**config.mk**
```make
export PLATFORM = sky130hd
export DESIGN_NAME = if_id_queue
export DESIGN_NICKNAME = d
export VERILOG_FILES = /design/src/rtl/if_id_queue.sv
export SDC_FILE = /design/constraint.sdc
export NUM_CORES = 1
export LEC_CHECK = 0
export CAP_MARGIN = 20
export CELL_PAD_IN_SITES_DETAIL_PLACEMENT = 0
export CELL_PAD_IN_SITES_GLOBAL_PLACEMENT = 1
export CORE_ASPECT_RATIO = 2
export CORE_MARGIN = 4
export CORE_UTILIZATION = 34
export CTS_BUF_LIST = sky130_fd_sc_hd__clkbuf_8
export CTS_CLUSTER_DIAMETER = 150
export DETAILED_ROUTE_END_ITERATION = 16
export PLACE_DENSITY_LB_ADDON = 0.25
export SLEW_MARGIN = 10
export SYNTH_ARGS = -nofsm -noshare
export SYNTH_HDL_FRONTEND = slang
export SYNTH_SLANG_ARGS = --single-unit
```
**constraint.sdc**
```tcl
create_clock -name clk -period 3.4 [get_ports clk]
set_clock_uncertainty 0.2 [all_clocks]
set_input_delay 0.85 -clock clk [delete_from_list [all_inputs] [get_ports clk]]
set_output_delay 0.85 -clock clk [all_outputs]
set_load 0.03 [all_outputs]
```
**src/rtl/if_id_queue.sv**
```systemverilog
// IF/ID instruction queue: small FIFO between fetch and decode with head decode.
// Optional IF_ID_QUEUE_STALL_CNT_EN adds a saturating decode-stall counter.
module if_id_queue #(
  parameter int DEPTH = 2,
  parameter int PC_W  = 8
) (
  input  logic            clk,
  input  logic            rst,
  input  logic            in_valid,
  output logic            in_ready,
  input  logic [PC_W-1:0] in_pc,
  input  logic [31:0]     in_instr,
  input  logic            flush,
  output logic            out_valid,
  input  logic            out_ready,
  output logic [PC_W-1:0] out_pc,
  output logic [31:0]     out_instr,
  output logic [6:0]      opcode,
  output logic [4:0]      rd,
  output logic [2:0]      funct3,
  output logic [4:0]      rs1,
  output logic [4:0]      rs2,
  output logic [6:0]      funct7,
`ifdef IF_ID_QUEUE_STALL_CNT_EN
  output logic [15:0]     stall_cnt,
`endif
  output logic            illegal
);

  localparam int PTR_W = (DEPTH > 1) ? $clog2(DEPTH) : 1;
  localparam int CNT_W = PTR_W + 1;
  localparam logic [CNT_W-1:0] FULL = CNT_W'(DEPTH);
  localparam logic [31:0] NOP = 32'h0000_0013;

  logic [PTR_W-1:0] rd_ptr_q, rd_ptr_d;
  logic [PTR_W-1:0] wr_ptr_q, wr_ptr_d;
  logic [CNT_W-1:0] count_q, count_d;
  logic [PC_W+31:0] mem_q [DEPTH];

  logic push;
  logic pop;
  logic op_ok;

  assign in_ready  = (count_q < FULL);
  assign out_valid = (count_q != '0);
  assign push      = in_valid && in_ready && !flush;
  assign pop       = out_valid && out_ready && !flush;

  always_comb begin
    rd_ptr_d = rd_ptr_q;
    wr_ptr_d = wr_ptr_q;
    count_d  = count_q;
    if (flush) begin
      rd_ptr_d = '0;
      wr_ptr_d = '0;
      count_d  = '0;
    end else begin
      if (push) wr_ptr_d = wr_ptr_q + 1'b1;
      if (pop)  rd_ptr_d = rd_ptr_q + 1'b1;
      if (push && !pop)      count_d = count_q + 1'b1;
      else if (pop && !push) count_d = count_q - 1'b1;
    end
  end

  always_ff @(posedge clk) begin
    if (rst) begin
      rd_ptr_q <= '0;
      wr_ptr_q <= '0;
      count_q  <= '0;
    end else begin
      rd_ptr_q <= rd_ptr_d;
      wr_ptr_q <= wr_ptr_d;
      count_q  <= count_d;
    end
  end

  // Storage is unreset; outputs are masked to a NOP whenever empty.
  always_ff @(posedge clk) begin
    if (push) mem_q[wr_ptr_q] <= {in_pc, in_instr};
  end

  always_comb begin
    out_pc    = '0;
    out_instr = NOP;
    if (out_valid) begin
      out_pc    = mem_q[rd_ptr_q][PC_W+31:32];
      out_instr = mem_q[rd_ptr_q][31:0];
    end
  end

  assign opcode = out_instr[6:0];
  assign rd     = out_instr[11:7];
  assign funct3 = out_instr[14:12];
  assign rs1    = out_instr[19:15];
  assign rs2    = out_instr[24:20];
  assign funct7 = out_instr[31:25];

  always_comb begin
    op_ok = 1'b0;
    case (opcode)
      7'b0110011, 7'b0010011, 7'b0000011,
      7'b0100011, 7'b1100011, 7'b1101111,
      7'b1100111, 7'b0110111, 7'b0010111,
      7'b1110011, 7'b0001111: op_ok = 1'b1;
      default:                op_ok = 1'b0;
    endcase
  end

  assign illegal = out_valid &&
                   ((out_instr[1:0] != 2'b11) || !op_ok);

`ifdef IF_ID_QUEUE_STALL_CNT_EN
  logic [15:0] stall_cnt_q, stall_cnt_d;

  // Flush does not clear the counter; only reset does.
  always_comb begin
    stall_cnt_d = stall_cnt_q;
    if (out_valid && !out_ready && stall_cnt_q != 16'hFFFF)
      stall_cnt_d = stall_cnt_q + 16'd1;
  end

  always_ff @(posedge clk) begin
    if (rst) stall_cnt_q <= '0;
    else     stall_cnt_q <= stall_cnt_d;
  end

  assign stall_cnt = stall_cnt_q;
`endif

endmodule

```
==> results_dict.tcl, run 1 <==
set metrics [dict create \
    outcome "completed" \
    min_delay_path_depth 2 \
    worstSetupPathType "flop to primary output" \
    antenna_found_initial 0 \
    reg2reg_to "mem_q[0][27]$_DFFE_PP_" \
    worst_pin_slew_ps 475 \
    cap_violations 0 \
    critPathLaunchType "flop" \
    pin_count 120 \
    cts_buffer_depth 2 \
    yosysTopAreaCell "edfxtp_1" \
    yosysUniqueCellTypes 30 \
    netlist_area_um2 3610 \
    slowest_delay_ps 590 \
    grt_pass1_vias 2196 \
    syn_area_per_cell_um2 15.4 \
    path_cells "buf_4 > mux2_1 > and2_1 > clkdlybuf4s50_1" \
    critPathArrivalTime_ps 2150 \
    areaGrowthSynthToFinish_pct 37.2 \
    max_freq_mhz 312 \
    fin_tns_setup_ps 0 \
    holdCritStartpoint "rd_ptr_q$_SDFFE_PP0P_" \
    wl_um 7420 \
    postCtsHoldBufs 0 \
    vias 2080 \
    die-area_um2 12400 \
    yosysSeqAreaShare_pct 69.3 \
    via_per_inst 4.40 \
    crit_required_ps 2350 \
    top_layer "met4" \
    slowest_stage "clkdlybuf4s50_1" \
    syn_inst 235 \
    critical-path-top-delay-family "buffers and inverters" \
    die_y_um 154 \
    ant_nets 0 \
    start_util_pct 34.4 \
    drt_iter0_drc 115 \
    rows 53 \
    rsz0062_at_grt "false" \
    min_period_ps 3200 \
    antenna_cells 0 \
    die_w_um 80.8 \
    drtPass1Iterations 4 \
    cts_max_level 3 \
    grt_pass1_wl_um 11000 \
    wl_per_cell_um 15.7 \
    reg2reg_depth 3 \
    root_buffer "clkbuf_8" \
    nets 378 \
    io_buffers 119 \
    p_leak_nw 1.58 \
    async_flop_share_pct 0 \
    cp.buffers_inverters 2 \
    grt_max_degree 31 \
    synth_edf_count 80 \
    min_delay_worst_endpoint "rd_ptr_q$_SDFFE_PP0P_" \
    min_period_over_period_pct 94.2 \
    fin_area_um2 4950 \
    core_um2 10500 \
    cts.repair.resized 0 \
    r2r_start "count_q[1]$_SDFFE_PP0P_" \
    synth_top_flop_cell "edfxtp_1" \
    layout-drive-gt1-share_pct 9.82 \
    grt_usage_pct 12.2 \
    hold_viol_final 0 \
    cts-buffers-inserted 9 \
    cts_tree "yes" \
    fin_util_pct 47.2 \
    pwr_density_cell_nw_per_um2 459 \
    synth.top_cell.area_share_pct 66.6 \
    yosys_warnings 0 \
    hp-class "flop to flop" \
    insertion_delay_ps 350 \
    dr_wl_met2_um 4390 \
    drc 0 \
    post_cts_buffers 0 \
    end_kind "primary output" \
    cts.sinks 85 \
    slew-limit-headroom_pct 67.5 \
    synthTopCellsByArea "edfxtp_1, mux2i_1, buf_4" \
    path_max_fanout 9 \
    wl_met3_um 413 \
    drv_slew 0 \
    ir_drop_mv 0.329 \
    finalSetupViolCount 0 \
    grt-ovfl-total 0 \
    dpl_cell_area_um2 4750 \
    syn_nets 281 \
    wl_met1_um 2460 \
    gp_congestion 0.690 \
    dp_hpwl_um 5550 \
    synth-seq-cells 85 \
    reg2reg_slack_ps 1450 \
    clkSlewWorstSetupHoldPaths_ps 70 \
]
==> area by class of cell <==
class,count,area (um^2)
flip-flops and latches,85,2500
clock inverters,6,80.1
multi-input cells,107,790
repair buffers,127,1270
fillers,989,5530
well taps,137,171
inverters,2,7.51
clock buffers,9,124
==> flip-flops by register name, indices dropped and copies added, names as in the netlist, named ones only <==
signal / flops
mem_q: 80
count_q: 2
rd_ptr_q: 1
wr_ptr_q: 1
==> cells by family (layout without fill, tap and decap cells) <==
family          Yosys count  after routing  share of synthesized area [%]
flops                    85             85                           69.3
simple gates             56             56                           7.25
buf+inv                  43            144                           9.15
mux                      41             41                           11.8
xor+xnor                  5              5                           1.21
compound gates            4              4                          0.936
fa+ha+maj                 1              1                          0.347
==> per-layer routing <==
metal	global-route usage, %	vias to the layer above
met4	6.04	0
met5	0	-
li1	-	1008
met3	3.17	13
met1	11.0	999
met2	23.6	60
==> power breakdown <==
group / switching, mW / internal (mW) / total [mW] / leakage (nW)
Combinational: 0.197 / 0.158 / 0.355 / 0.696
Sequential: 0.0102 / 1.18 / 1.19 / 0.775
Clock: 0.325 / 0.403 / 0.728 / 0.104
Total: 0.532 / 1.74 / 2.27 / 1.58
==> placed cells by master (no fill, tap or decap), types with 2 or more instances in the layout <==
master           instances
clkdlybuf4s50_1        118
edfxtp_1                80
mux2i_1                 39
nor2_1                  36
clkbuf_8                 9
buf_4                    7
nor3_1                   5
nand2_1                  4
dfxtp_1                  4
xor2_1                   3
nor2_4                   2
inv_1                    2
xnor2_1                  2
bufinv_16                2
buf_12                   2
==> worst min-delay path, stage by stage, from the launching register on <==
cell and delay [ps]:
dfxtp_1 330, xor2_1 80, nor3_1 120
==> metrics by stage <==
stage               power (mW)  std cells  hold WS, ps  setup WS (ps)
global route              2.36        473          419            109
floorplan                 1.42        235          320            563
global placement          1.57        458          349            510
detailed placement        1.57        458          362            456
CTS                       2.30        473          381            155
finish                    2.27        473          370            198
==> cells in the mapped netlist, drive strengths merged, types with 2 or more instances <==
cell / count
edfxtp: 80
buf: 41
mux2i: 40
nor2: 38
dfxtp: 5
nand2: 5
nor3: 5
xor2: 3
and2: 2
inv: 2
xnor2: 2
==> worst max-delay path by stage <==
stage | startpoint | end | cells past startpoint
after floorplan | flush | mem_q[0][0]$_DFFE_PP_ | 2
after global placement | flush | mem_q[0][27]$_DFFE_PP_ | 4
after detailed placement | flush | mem_q[0][27]$_DFFE_PP_ | 4
after CTS | flop | rs1[0] | 4
after global routing | flop | out_instr[5] | 4
final | flop | out_instr[5] | 4
Power figures use the tool's default switching activity.
==> run 2: changes to the inputs <==
--- a/config.mk
+++ b/config.mk
@@ -15,7 +15,6 @@
 export CTS_CLUSTER_DIAMETER = 150
 export DETAILED_ROUTE_END_ITERATION = 16
 export PLACE_DENSITY_LB_ADDON = 0.25
-export SLEW_MARGIN = 10
 export SYNTH_ARGS = -nofsm -noshare
 export SYNTH_HDL_FRONTEND = slang
 export SYNTH_SLANG_ARGS = --single-unit
==> results of run 2 <==
Final layout, timing and power as in run 1 (identical DEF).
